<file path="config.mk">
export PLATFORM = sky130hd
export DESIGN_NAME = key_matrix_scanner
export DESIGN_NICKNAME = d
export VERILOG_FILES = /design/src/rtl/key_matrix_scanner.sv
export SDC_FILE = /design/constraint.sdc
export NUM_CORES = 1
export LEC_CHECK = 0
export BUFFER_PORTS_ARGS = -buffer_cell sky130_fd_sc_hd__clkbuf_2
export CORE_MARGIN = 1
export CORE_UTILIZATION = 38
export CTS_BUF_LIST = sky130_fd_sc_hd__clkbuf_4 sky130_fd_sc_hd__clkbuf_8
export CTS_CLUSTER_DIAMETER = 50
export CTS_CLUSTER_SIZE = 20
export DETAILED_ROUTE_END_ITERATION = 7
export MAX_ROUTING_LAYER = met4
export PLACE_DENSITY = 0.52
export RECOVER_POWER = 50
export SYNTH_ARGS = -nofsm -noshare
export SYNTH_HDL_FRONTEND = slang
export SYNTH_SLANG_ARGS = --single-unit
</file>
<file path="constraint.sdc">
create_clock -name clk12MHz -period 4.5 [get_ports clk12MHz]
set_clock_uncertainty 0.1 [all_clocks]
set_input_delay 0.225 -clock clk12MHz [delete_from_list [all_inputs] [get_ports clk12MHz]]
set_output_delay 0.225 -clock clk12MHz [all_outputs]
set_load 0.02 [all_outputs]
</file>
<file path="src/rtl/key_matrix_scanner.sv">
// key_matrix_scanner: strobes active-low columns one at a time, samples the
// active-low rows through a 2-flop synchronizer and debounces every key into a
// bitmap. Defining KEYSCAN_EVENTS_EN adds a press/release event port with a
// valid/ready handshake; without it the event outputs are tied low.

module key_matrix_scanner #(
    parameter int COLS     = 4,
    parameter int ROWS     = 8,
    parameter int SCAN_DIV = 12000,
    parameter int DEBOUNCE = 4
) (
    input  logic                          clk12MHz,
    input  logic                          reset,
    input  logic [ROWS-1:0]               row_in,
    output logic [COLS-1:0]               col_out,
    output logic [ROWS*COLS-1:0]          keys,
    output logic                          ev_valid,
    input  logic                          ev_ready,
    output logic [$clog2(ROWS*COLS)-1:0]  ev_key,
    output logic                          ev_pressed
);

    localparam int NKEYS = ROWS * COLS;
    localparam int KW    = $clog2(NKEYS);
    localparam int CW    = $clog2(DEBOUNCE + 1);
    localparam int SW    = $clog2(SCAN_DIV);
    localparam int CIW   = (COLS > 1) ? $clog2(COLS) : 1;
    localparam int RIW   = (ROWS > 1) ? $clog2(ROWS) : 1;

    typedef enum logic [1:0] {
        SETTLE,
        SAMPLE,
        UPDATE,
        NEXT
    } state_t;

    state_t          state_q;
    logic [SW-1:0]   settle_q;
    logic [CIW-1:0]  col_q;
    logic [RIW-1:0]  row_q;
    logic [ROWS-1:0] sync1_q;
    logic [ROWS-1:0] sync2_q;
    logic [ROWS-1:0] samp_q;
    logic [COLS-1:0] col_out_q;
    logic [NKEYS-1:0] keys_q;
    logic [CW-1:0]   cnt_q [NKEYS];

    logic [KW-1:0]   k_idx;
    logic [CIW-1:0]  col_d;
    logic            differ;
    logic            flip_due;
    logic            stall;

    // Key under the UPDATE pointer and whether its debounce completes this cycle
    always_comb begin
        k_idx    = KW'(col_q) * KW'(ROWS) + KW'(row_q);
        differ   = samp_q[row_q] != keys_q[k_idx];
        flip_due = (state_q == UPDATE) && differ && (cnt_q[k_idx] == CW'(DEBOUNCE - 1));
        col_d    = (col_q == CIW'(COLS - 1)) ? '0 : col_q + 1'b1;
    end

    // Two-flop synchronizer for the asynchronous row pins
    always_ff @(posedge clk12MHz) begin
        if (reset) begin
            sync1_q <= '1;
            sync2_q <= '1;
        end else begin
            sync1_q <= row_in;
            sync2_q <= sync1_q;
        end
    end

    // Scan FSM: settle the strobe, sample rows, debounce one row per cycle, advance column
    always_ff @(posedge clk12MHz) begin
        if (reset) begin
            state_q   <= SETTLE;
            settle_q  <= '0;
            col_q     <= '0;
            row_q     <= '0;
            samp_q    <= '0;
            col_out_q <= ~COLS'(1);
            keys_q    <= '0;
            for (int unsigned i = 0; i < NKEYS; i++) cnt_q[i] <= '0;
        end else begin
            case (state_q)
                SETTLE: begin
                    if (settle_q == SW'(SCAN_DIV - 1)) begin
                        settle_q <= '0;
                        state_q  <= SAMPLE;
                    end else begin
                        settle_q <= settle_q + 1'b1;
                    end
                end
                SAMPLE: begin
                    samp_q  <= ~sync2_q;
                    row_q   <= '0;
                    state_q <= UPDATE;
                end
                UPDATE: begin
                    if (!stall) begin
                        if (!differ) begin
                            cnt_q[k_idx] <= '0;
                        end else if (flip_due) begin
                            keys_q[k_idx] <= ~keys_q[k_idx];
                            cnt_q[k_idx]  <= '0;
                        end else begin
                            cnt_q[k_idx] <= cnt_q[k_idx] + 1'b1;
                        end
                        if (row_q == RIW'(ROWS - 1)) state_q <= NEXT;
                        else                         row_q   <= row_q + 1'b1;
                    end
                end
                NEXT: begin
                    col_q     <= col_d;
                    col_out_q <= ~(COLS'(1) << col_d);
                    settle_q  <= '0;
                    state_q   <= SETTLE;
                end
                default: state_q <= SETTLE;
            endcase
        end
    end

    assign col_out = col_out_q;
    assign keys    = keys_q;

`ifdef KEYSCAN_EVENTS_EN
    logic          ev_valid_q;
    logic          ev_pressed_q;
    logic [KW-1:0] ev_key_q;

    // A flip cannot be committed while the previous event is still unaccepted
    assign stall = flip_due && ev_valid_q && !ev_ready;

    // Event register: drop on transfer, reload on a committed flip (load wins)
    always_ff @(posedge clk12MHz) begin
        if (reset) begin
            ev_valid_q   <= 1'b0;
            ev_key_q     <= '0;
            ev_pressed_q <= 1'b0;
        end else begin
            if (ev_valid_q && ev_ready) ev_valid_q <= 1'b0;
            if (flip_due && !stall) begin
                ev_valid_q   <= 1'b1;
                ev_key_q     <= k_idx;
                ev_pressed_q <= ~keys_q[k_idx];
            end
        end
    end

    assign ev_valid   = ev_valid_q;
    assign ev_key     = ev_key_q;
    assign ev_pressed = ev_pressed_q;
`else
    logic unused_ev_ready;

    assign stall           = 1'b0;
    assign ev_valid        = 1'b0;
    assign ev_key          = '0;
    assign ev_pressed      = 1'b0;
    assign unused_ev_ready = ev_ready;
`endif

endmodule

</file>
Yosys cells after proc, flatten, opt, wreduce, memory -nomap -nowiden
Memories as Yosys holds them, arrays and structs flattened.
Index checks and enable logic that the tools add are counted.
{"block": "totals", "regBits": 81, "mem_bits_rw": 96, "inputBits": 11, "output_inout_bits": 43, "n_memories": 1}
{"block": "op_classes", "addsub": 5, "n_lt_le_gt_ge": 3, "n_eq_ne": 11, "n_shift": 1, "muxes": 36, "n_bitwise": 5, "n_reduce_logical": 10}
{"name": "cnt_q", "words": 32, "width": 3, "read_ports": 1, "rd_clocked_by_memory_dff": 0, "write_ports": 32, "line": "46", "source": "logic [CW-1:0] cnt_q [NKEYS];"}
{"op": "bitwise mux 32 bit", "n": 1}
{"op": "one-hot mux 14 bit (2 select lines)", "n": 1}
{"op": "2-to-1 mux 1 bit", "n": 20}
{"op": "adder 14 x 1 -> 14 bit, second input constant", "n": 1}
{"op": "== test 14 bit, second input constant", "n": 1}
{"op": "2-to-1 mux 14 bit", "n": 1}
{"op": "2-to-1 mux 3 bit", "n": 4}
{"op": "inverter 8 bit", "n": 1}
{"op": "one-hot mux 2 bit (4 select lines)", "n": 1}
{"op": "adder 3 x 1 -> 3 bit, second input constant", "n": 2}
{"op": "== test 2 bit, second input constant", "n": 3}
{"op": "< comparator 5 x 6 -> 1 bit, second input constant", "n": 1}
{"op": "2-to-1 mux 2 bit", "n": 3}
{"op": "one-hot mux 3 bit (2 select lines)", "n": 1}
{"op": "adder 5 x 3 -> 5 bit", "n": 1}
{"op": "binary-select mux 1 bit (select 5 bit)", "n": 1}
{"op": "demux 1 bit (select 5 bit)", "n": 1}
{"op": "greater-or-equal comparator 5 x 1 -> 1 bit, second input constant", "n": 1}
{"op": "2-to-1 mux 5 bit", "n": 1}
{"op": "< comparator 3 x 4 -> 1 bit, second input constant", "n": 1}
{"op": "inequality test 2 bit, second input constant", "n": 2}
{"op": "inverter 4 bit", "n": 1}
{"op": "AND reduction 2 bit", "n": 2}
{"op": "nonzero test 2 bit", "n": 2}
{"op": "14 further kinds", "n": 17}

Longest topological paths before layout
Gate-level depths: netlist (run 1).
{"block": "logic_depth", "ltp_word": 15, "depth_mapped": 17, "mapped_depth_nobuf": 11}

Worst setup path before layout (run 1)
Ideal clock, no wire load.
{"block": "synth_path", "path_kind": "register to register", "startpoint": "register row_q[1]", "endpoint": "memory cnt_q[14][1] (netlist bit) (data pin)", "setup_ns": 0.176, "arrival_ns": 3.508, "required_time_ns": 4.224, "slack_ns": 0.716, "stages_incl_launch_ff": 17, "n_path_buf": 8, "synth_period_minus_slack_ns": 3.784, "cell_sequence": "dfxtp_1 > buf_6 > buf_12 > buf_12 > buf_8 > clkbuf_1 > mux4_2 > mux4_2 > nand2_1 > nand2_1 > ha_1 > ha_1 > or3_1 > buf_4 > clkbuf_1 > clkbuf_1 > nor4_1"}
{"element": "start, declared", "line": "40", "source": "logic [RIW-1:0] row_q;"}
{"element": "start signal, assigned", "line": "110", "source": "else row_q <= row_q + 1'b1;"}
{"element": "end, declared", "line": "46"}

==> impl_summary.md, run 1 <==
Placed design
The instance count after placement with tap cells included is 1184. The number of I/O port buffers is 45. Detailed placement finished with a half-perimeter wire length of ~16000 um. The post-place instance area is ~9900 um^2. The placer congestion estimate is 0.808.

Clock network
Buffers added to address setup during post-CTS repair amount to 0. TritonCTS built the clock tree. The clock insertion delay at the later pin of the skew report is 0.48 ns. The clock buffer count from CTS is 17.

The total number of H-tree levels is 4. The cell sitting at the root of the clock tree is a clkbuf_8. For this design, the sink count on the clock tree is 177. Counting along the longest clock path gives a buffer depth of 2. The clock-pin slew reported for the worst setup and hold paths after clock tree synthesis is roughly 0.12 ns.

Floorplan
The overall die width is about 160 um. The effective utilization at floorplan is between 30% and 40%. The die covers ~26000 um^2. The die is between 150 and 200 um tall. The floorplan core area is 24400 um^2.

54 I/O pins were placed. The number of placement rows is 57.

Synthesis
The mapped netlist covers 9450 um^2. The total number of yosys warnings is 0. The number of synthesized flops with an enable pin is between 90 and 100. After technology mapping, the gate count stands at ~880. The share of flip-flops with an asynchronous set or reset is 0%.

Counting distinct cell types in the post-synthesis netlist gives 53. The number of synthesized register bits is around 180. The synthesized area per cell is approximately 11 um^2. The most used flip-flop cell after synthesis is edfxtp_1. Of the synthesized area, sequential elements account for a little under half.

Timing
Dividing the final minimum period by the clock period gives 89.1%. Based on the critical path, the design can be clocked at up to 249 MHz. The final max-slew violation count is 140. Headroom to the max-slew limit came out at -22.2%. In the final timing run, aggregate negative setup slack is 0 ns.

On the final layout, the worst hold slack is ~0.32 ns. For the finished layout, the period the worst path requires is roughly 4 ns. Setup repair after global routing left no endpoint under its margin.

Setup violations remaining at the end of the flow were counted as 0. The final hold violation count is 0. The transition time at the pin with the least slew margin is approximately 1.8 ns.

Route
In this run the remaining antenna-violating nets after routing total 0. After detailed routing, the number of remaining DRC violations is 0. The detailed-routing iteration count for the pre-antenna-repair pass is 7.

In this run, the number of DRC markers left after iteration 0 of detailed routing was roughly 670. Summing over every cut layer, the via total after detailed routing is between 6k and 7k. After detailed routing, the total wire length is 25000 um. Using the TritonRoute via totals, the vias-per-cell ratio works out to 5.57. In the final routed layout, each cell accounts on average for roughly 20 um.

Final layout
The number of nets in the layout is between 900 and 1k. The library cell used most frequently in the layout, excluding fill and tap cells, is edfxtp_1. The antenna diode instance count is 0. The final design instance area without fill is ~10000 um^2. The fraction of layout instances using a drive strength above 1 is 16.3%. Excluding fillers, the count of instances in the completed layout stands at roughly 1.2k. The library cells used most frequently in the layout, excluding fill and tap cells, are edfxtp_1, nand2_1, dfxtp_1. Relative to the synthesized area, the layout overhead comes to 8.86%.

Worst setup path
The critical path capture point is cnt_q[20][1]. In this run the worst path has a maximum fanout of 96. The critical path starts at row_q[1]. The data arrival time of the critical path is about 4.1 ns. The worst reg2reg path startpoint is row_q[1]. Traced cell by cell, the critical path runs through clkbuf_1 > mux2i_1 > a22oi_1 > nand3_1 > and4_2 > xnor2_2 > buf_12 > nor4_1. The critical path endpoint category is a flip-flop. STA classifies the critical path startpoint as a flip-flop.

The required time reported for the critical path endpoint is between 4 and 5 ns. The start-to-end type of the worst setup path is flip-flop to flip-flop. The number of cells on the worst reg-to-reg path is 8. Across all register-to-register paths, the minimum setup slack is around 0.5 ns. For this design, the slowest cell found on the critical path is clkbuf_1. The worst register-to-register path ends at cnt_q[20][1].

On the worst path, the slowest cell contributes a delay of 1.08 ns.

Pwr
The internal power of the cells is 0.00239 W. The analysis attributes to net switching a power of 0.00108 W. The clock network fraction of total power is around 33%. The leakage dissipation is 3.36 nW. The power density over cell area is between 300 and 400 nW/um^2. Of the total power, combinational logic draws approximately 14%. Sequential cells account for between 50 and 60% of the total power. IR analysis of the VDD net gives a maximum drop of around 0.00022 V. In this run switching power makes up 31.1% of total power.

Worst hold path
The startpoint identified for the worst hold timing path is sync2_q[5]. The class of the tightest hold or removal check is flip-flop to flip-flop. Along the worst hold path, the cell count comes to 1.

GRT
The initial antenna violation count is 0. Entering global routing, the biggest net connects 97 pins. The via count of the first global-routing pass is roughly 6.7k. The remaining global-route overflow is 0. The global-route wire length before repair is between 30000 and 40000 um. The all-layer global routing usage is about 21%.

Run
Max-cap violations in this run came to 2.

Outcome
The final reports fail on max-capacitance violations, max-slew violations. The run finished, with violations left.
## power groups by stage
| stage | Combinational, W | Sequential (W) | Clock [W] |
|---|---|---|---|
| after floorplan | 0.000387 | 0.00183 | 0 |
| after detailed placement | 0.000493 | 0.00184 | 0 |
| final | 0.000502 | 0.00181 | 0.00116 |
| after global routing | 0.000550 | 0.00182 | 0.00125 |
| after global placement | 0.000493 | 0.00184 | 0 |
| after CTS | 0.000500 | 0.00181 | 0.00118 |
## cell families after synthesis
kind of cell    after synthesis  share of synthesized area [%]
flops                       177                           47.7
buf+inv                      99                           5.44
mux                          55                           10.6
compound gates               79                           4.90
fa+ha+maj                    18                           2.38
other cells                   1                         0.0397
xor+xnor                     10                          0.927
simple gates                438                           28.0
## metal layers
layer  global-route usage, %  share of wire [%]  vias up
li1                        -                  -     3231
met1                    28.3                 47     3368
met2                    32.1                 47      204
met3                    2.99                4.4       20
met4                    5.11                1.3        0
met5                       -                  0        -
## critical path: cells and delay by family (launching register included)
kind	cells	cell delay, ns
buf+inv	2	1.47
mux	1	0.21
compound gates	1	0.32
simple gates	3	0.50
xor+xnor	1	0.21
flops	1	0.79
## worst min-delay path by stage
| stage | endpoint | slack, ns |
|---|---|---|
| finish | samp_q[5] | 0.32 |
| global route | sync2_q[5] | 0.34 |
| CTS | keys[21] | 0.18 |
| detailed placement | sync2_q[5] | 0.30 |
| global placement | sync2_q[6] | 0.30 |
| floorplan | sync1_q[0] | 0.23 |
## synth_stat cells (all sizes together), types with 2 or more instances
library cell  number  area [um^2]
nor4              54          450
a211oi            13         97.6
edfxtp            96         2880
xnor2              3         26.3
nand2b            26          163
mux4              32          769
o21ai             47          235
ha                18          225
nor4b             28          314
xor2               7         61.3
nor2              57          214
clkbuf            53          199
nor2b             39          244
nand3             42          210
or2               31          194
and3               5         31.3
and2              12         75.1
o31ai              2         15.0
mux2i             23          234
buf               36          278
and4               3         26.3
inv                9         33.8
nand2             89          347
a22oi              6         45.0
dfxtp             81         1620
nand4              2         12.5
nor3              17         85.1
nand4b            28          245
a21oi              6         30.0
## per-stage QoR
step	total power, W	setup slack [ns]	util (%)
2_1_floorplan	0.00221	0.716	-
3_3_place_gp	0.00234	0.727	40.4
3_5_place_dp	0.00234	0.632	40.4
4_1_cts	0.00349	0.634	42.4
5_1_grt	0.00361	0.363	42.2
6_report	0.00347	0.491	42.2
## final cells by class
class	instances	area (um^2)
clock buffer	17	234
clock inverter	15	170
fill	2446	14100
inverter	10	37.5
multi-input combinational	607	4480
sequential	177	4510
tap	324	405
timing repair buffer	74	457
## registers in the layout (all words and copies together), names as in the netlist
| name | count |
|---|---|
| cnt_q | 96 |
| keys | 32 |
| settle_q | 14 |
| samp_q | 8 |
| sync1_q | 8 |
| sync2_q | 8 |
| col_out | 4 |
| row_q | 3 |
| col_q | 2 |
| state_q | 2 |
## what timing repair did
action | in CTS | in global routing
gates resized for setup | 0 | 0
hold buffers | 8 | 0
hold endpoints to repair | 8 | 0
Note: power is estimated with default switching activity, not from simulation.
==> run 2, diff against run 1 <==
Settings changed: CAP_MARGIN from default to 5.
Clock period 4.5 ns to 4.9 ns, I/O delays scaled along.
==> impl_summary.md, run 2 (synthesis results as in run 1) <==
Timing
The maximum frequency from static timing analysis is 255 MHz (+2.3%). The worst slew margin relative to its limit was -160% (-140 points). The part of the cycle the worst path needs is 80.0% (-9.1 points).

The minimum clock period after layout is 3.92 ns (-0.0883 ns). Setup repair after global routing left no endpoint under its margin. The transition time at the pin with the least slew margin came to 3.90 ns (+2.07 ns). The post-route setup TNS is 0 ns (unchanged). The count of final setup violators is 0 (unchanged). The final hold violation count is 0 (unchanged). The final max-slew violation count came to 95 (-32%).

Worst setup path
STA classifies the critical path startpoint as a flip-flop. The slowest stage cell on the critical path is dfxtp_2. The worst setup path is of the flip-flop to flip-flop kind. The highest net fanout along the worst path is 30 (-69%). The critical path endpoint category is a flip-flop. Grouping stages by cell kind, the critical path spends the most delay in multiplexers. The required time reported for the critical path endpoint is 5.06 ns (+0.47 ns). The delay of the slowest cell on the worst path is 0.91 ns (-0.17 ns). The buffering stage count on the worst path with inverters included is 2 (unchanged). The signal on the critical path passes through mux4_1 > mux4_2 > nand2_2 > nand2_4 > ha_1 > buf_4 > clkinv_1 > nor4_1.

The data arrival time of the critical path is 4.08 ns (-0.02 ns).

Final layout
The antenna diode instance count is 0 (unchanged). The number of non-filler instances in the completed layout came to 1221 (-0.25%). The fraction of layout instances using a drive strength above 1 was 16.2% (-0.17 points). The combined flip-flop and latch cell area is 4510 um^2 (unchanged). The library cells used most frequently in the layout, excluding fill and tap cells, are edfxtp_1, nand2_1, dfxtp_1.

Leaving out fill and tap cells, the most frequent cell in the layout is edfxtp_1. Counting flops per register, the top entry is cnt_q. The total area of multi-input combinational cells came to 4480 um^2 (unchanged). The number of nets in the layout came to 913 (-0.33%). The number of filler cells placed in the layout is 2428 (-0.74%). The number of flip-flops under the largest register name is 96 (unchanged). The synthesis-to-layout area growth is 8.25%.

Route
The remaining design rule violation count was 0 (unchanged). The via count came to 6735 (-1.3%). The post-detailed-route count of antenna-violating nets is 0 (unchanged). The vias per cell is 5.52 (-1.0%). The DRC violation total after the first TritonRoute iteration came to 722 (+8.6%).

The average wire per standard cell was 20.2 um (-0.84%). The detailed-routing iteration count for the pre-antenna-repair pass came to 5 (-2). The total wire length after detailed routing is 24700 um (-1.1%).

Clock network
The clock buffer count from CTS is 17 (unchanged). The count of cells resized by post-cts repair came to 0 (unchanged). The clock insertion delay at the later pin of the skew report is 0.47 ns (about the same). The clock sink count is 177 (unchanged).

TritonCTS built the clock tree. The total number of H-tree levels is 4 (unchanged). The clock-pin slew reported for the worst setup and hold paths after clock tree synthesis is 0.12 ns (about the same).

The clock tree root driver cell is clkbuf_8. The number of buffers on the longest clock path was 2 (unchanged).

GRT
The initial antenna violation count is 0 (unchanged). The global-route wire length before repair was 39000 um (-1.3%). The all-layer global routing usage is 20.3% (-0.36 points). The via count of the first global-routing pass came to 6691 (-0.36%). The remaining global-route overflow is 0 (unchanged). The pin count of the biggest net entering global routing is 97 (unchanged).

Worst hold path
The class of the tightest hold or removal check is primary input to flip-flop.

Pwr
The switching power share of the total is 31.3% (+0.13 points). The sequential power share is 53.3% (+1.2 points). The maximum resistive drop on vdd is 0.000213 V (-2.8%).

The power density over cell area is 304 nW/um^2 (-9.8%). The net load switching power is 0.000972 W (-9.9%). The leakage dissipation is 3.33 nW (-0.77%). The internal power of the cells was 0.00214 W (-10%). The portion of total power attributed to combinational logic is 14.8% (+0.3 points).

The clock network fraction of total power is 31.9% (-1.5 points).

Run
The number of maximum-capacitance constraint violations is 1 (-1).

Outcome
The final reports fail on max-capacitance violations, max-slew violations. The run finished, with violations left.

Floorplan
The die area is 25500 um^2 (unchanged). The number of top-level pins is 54 (unchanged). The die span in y is 160 um (unchanged). The floorplan core area was 24400 um^2 (unchanged). The effective utilization at floorplan is 38.8% (unchanged). The number of placement rows was 57 (unchanged). The overall die width was 160 um (unchanged).

Placed design
The HPWL after detailed placement was 16100 um (-1.3%). The instance count after placement with tap cells included is 1181 (-0.25%). The placer congestion estimate is 0.808 (about the same). The number of I/O port buffers is 45 (unchanged).
run 2: changes by cell type in the layout (fill, tap and decap cells not counted), sizes merged:
cell,delta
clkinv,+3
buf,-1
clkbuf,-2
bufinv,-1
inv,-1
clkinvlp,-1
run 2: area by class of cell:
class                           count  area share, %
Clock buffer                       17           2.29
Clock inverter                     15           1.38
Inverter                           10          0.367
Multi-Input combinational cell    607           43.8
Sequential cell                   177           44.0
Tap cell                          324           3.96
Timing Repair Buffer               71           4.18
run 2: repair_timing:
item | CTS | global route
hold buffers | 8 | 0
buffers inserted | 0 | 0
endpoints found under the hold margin | 8 | 0
endpoints found under the setup margin | 0 | 0
run 2: per-layer routing:
layer  wire [um]  track usage, %  vias up  part of all wire, %
li1            -               -     3221                    -
met1       11800            28.0     3312                   48
met2       11600            31.7      196                   47
met3        1180            3.30        6                  4.8
met4         140            3.54        0                 0.57
met5           0               -        -                    0
run 2: per-stage QoR:
| step | util, % | total power [W] | instance area (um^2) | hold WS, ns | setup WS, ns |
|---|---|---|---|---|---|
| finish | 42.0 | 0.00311 | 10200 | 0.242 | 0.979 |
| global route | 42.0 | 0.00324 | 10200 | 0.235 | 0.655 |
| CTS | 42.2 | 0.00313 | 10300 | 0.209 | 0.918 |
| detailed placement | 40.3 | 0.00214 | 9830 | 0.295 | 0.985 |
| global placement | 40.3 | 0.00214 | 9830 | 0.293 | 1.01 |
| floorplan | - | 0.00203 | 9480 | 0.249 | 1.12 |
run 2: power groups by stage:
stage               Clock [W]  Combinational (W)  Sequential (W)
floorplan                   0           0.000355         0.00168
global placement            0           0.000450         0.00169
detailed placement          0           0.000452         0.00169
CTS                   0.00102           0.000459         0.00166
global route          0.00108           0.000498         0.00167
finish               0.000993           0.000460         0.00166
run 2: final timing paths:
check / cells past startpoint / slack, ns / end / start
setup / recovery: 8 / 0.98 / cnt_q[31][1] / row_q[1]
hold / removal: 3 / 0.24 / keys[25] / reset
setup reg to reg: 8 / 0.98 / cnt_q[31][1] / row_q[1]
hold reg to reg: 1 / 0.32 / samp_q[4] / sync2_q[4]
run 2: worst register-to-register path: stages, from the launching register on:
cell and delay (ns):
dfxtp_2 0.91, mux4_1 0.46, mux4_2 0.54, nand2_2 0.11, nand2_4 0.05, ha_1 0.27, buf_4 0.23, clkinv_1 0.58
nor4_1 0.46
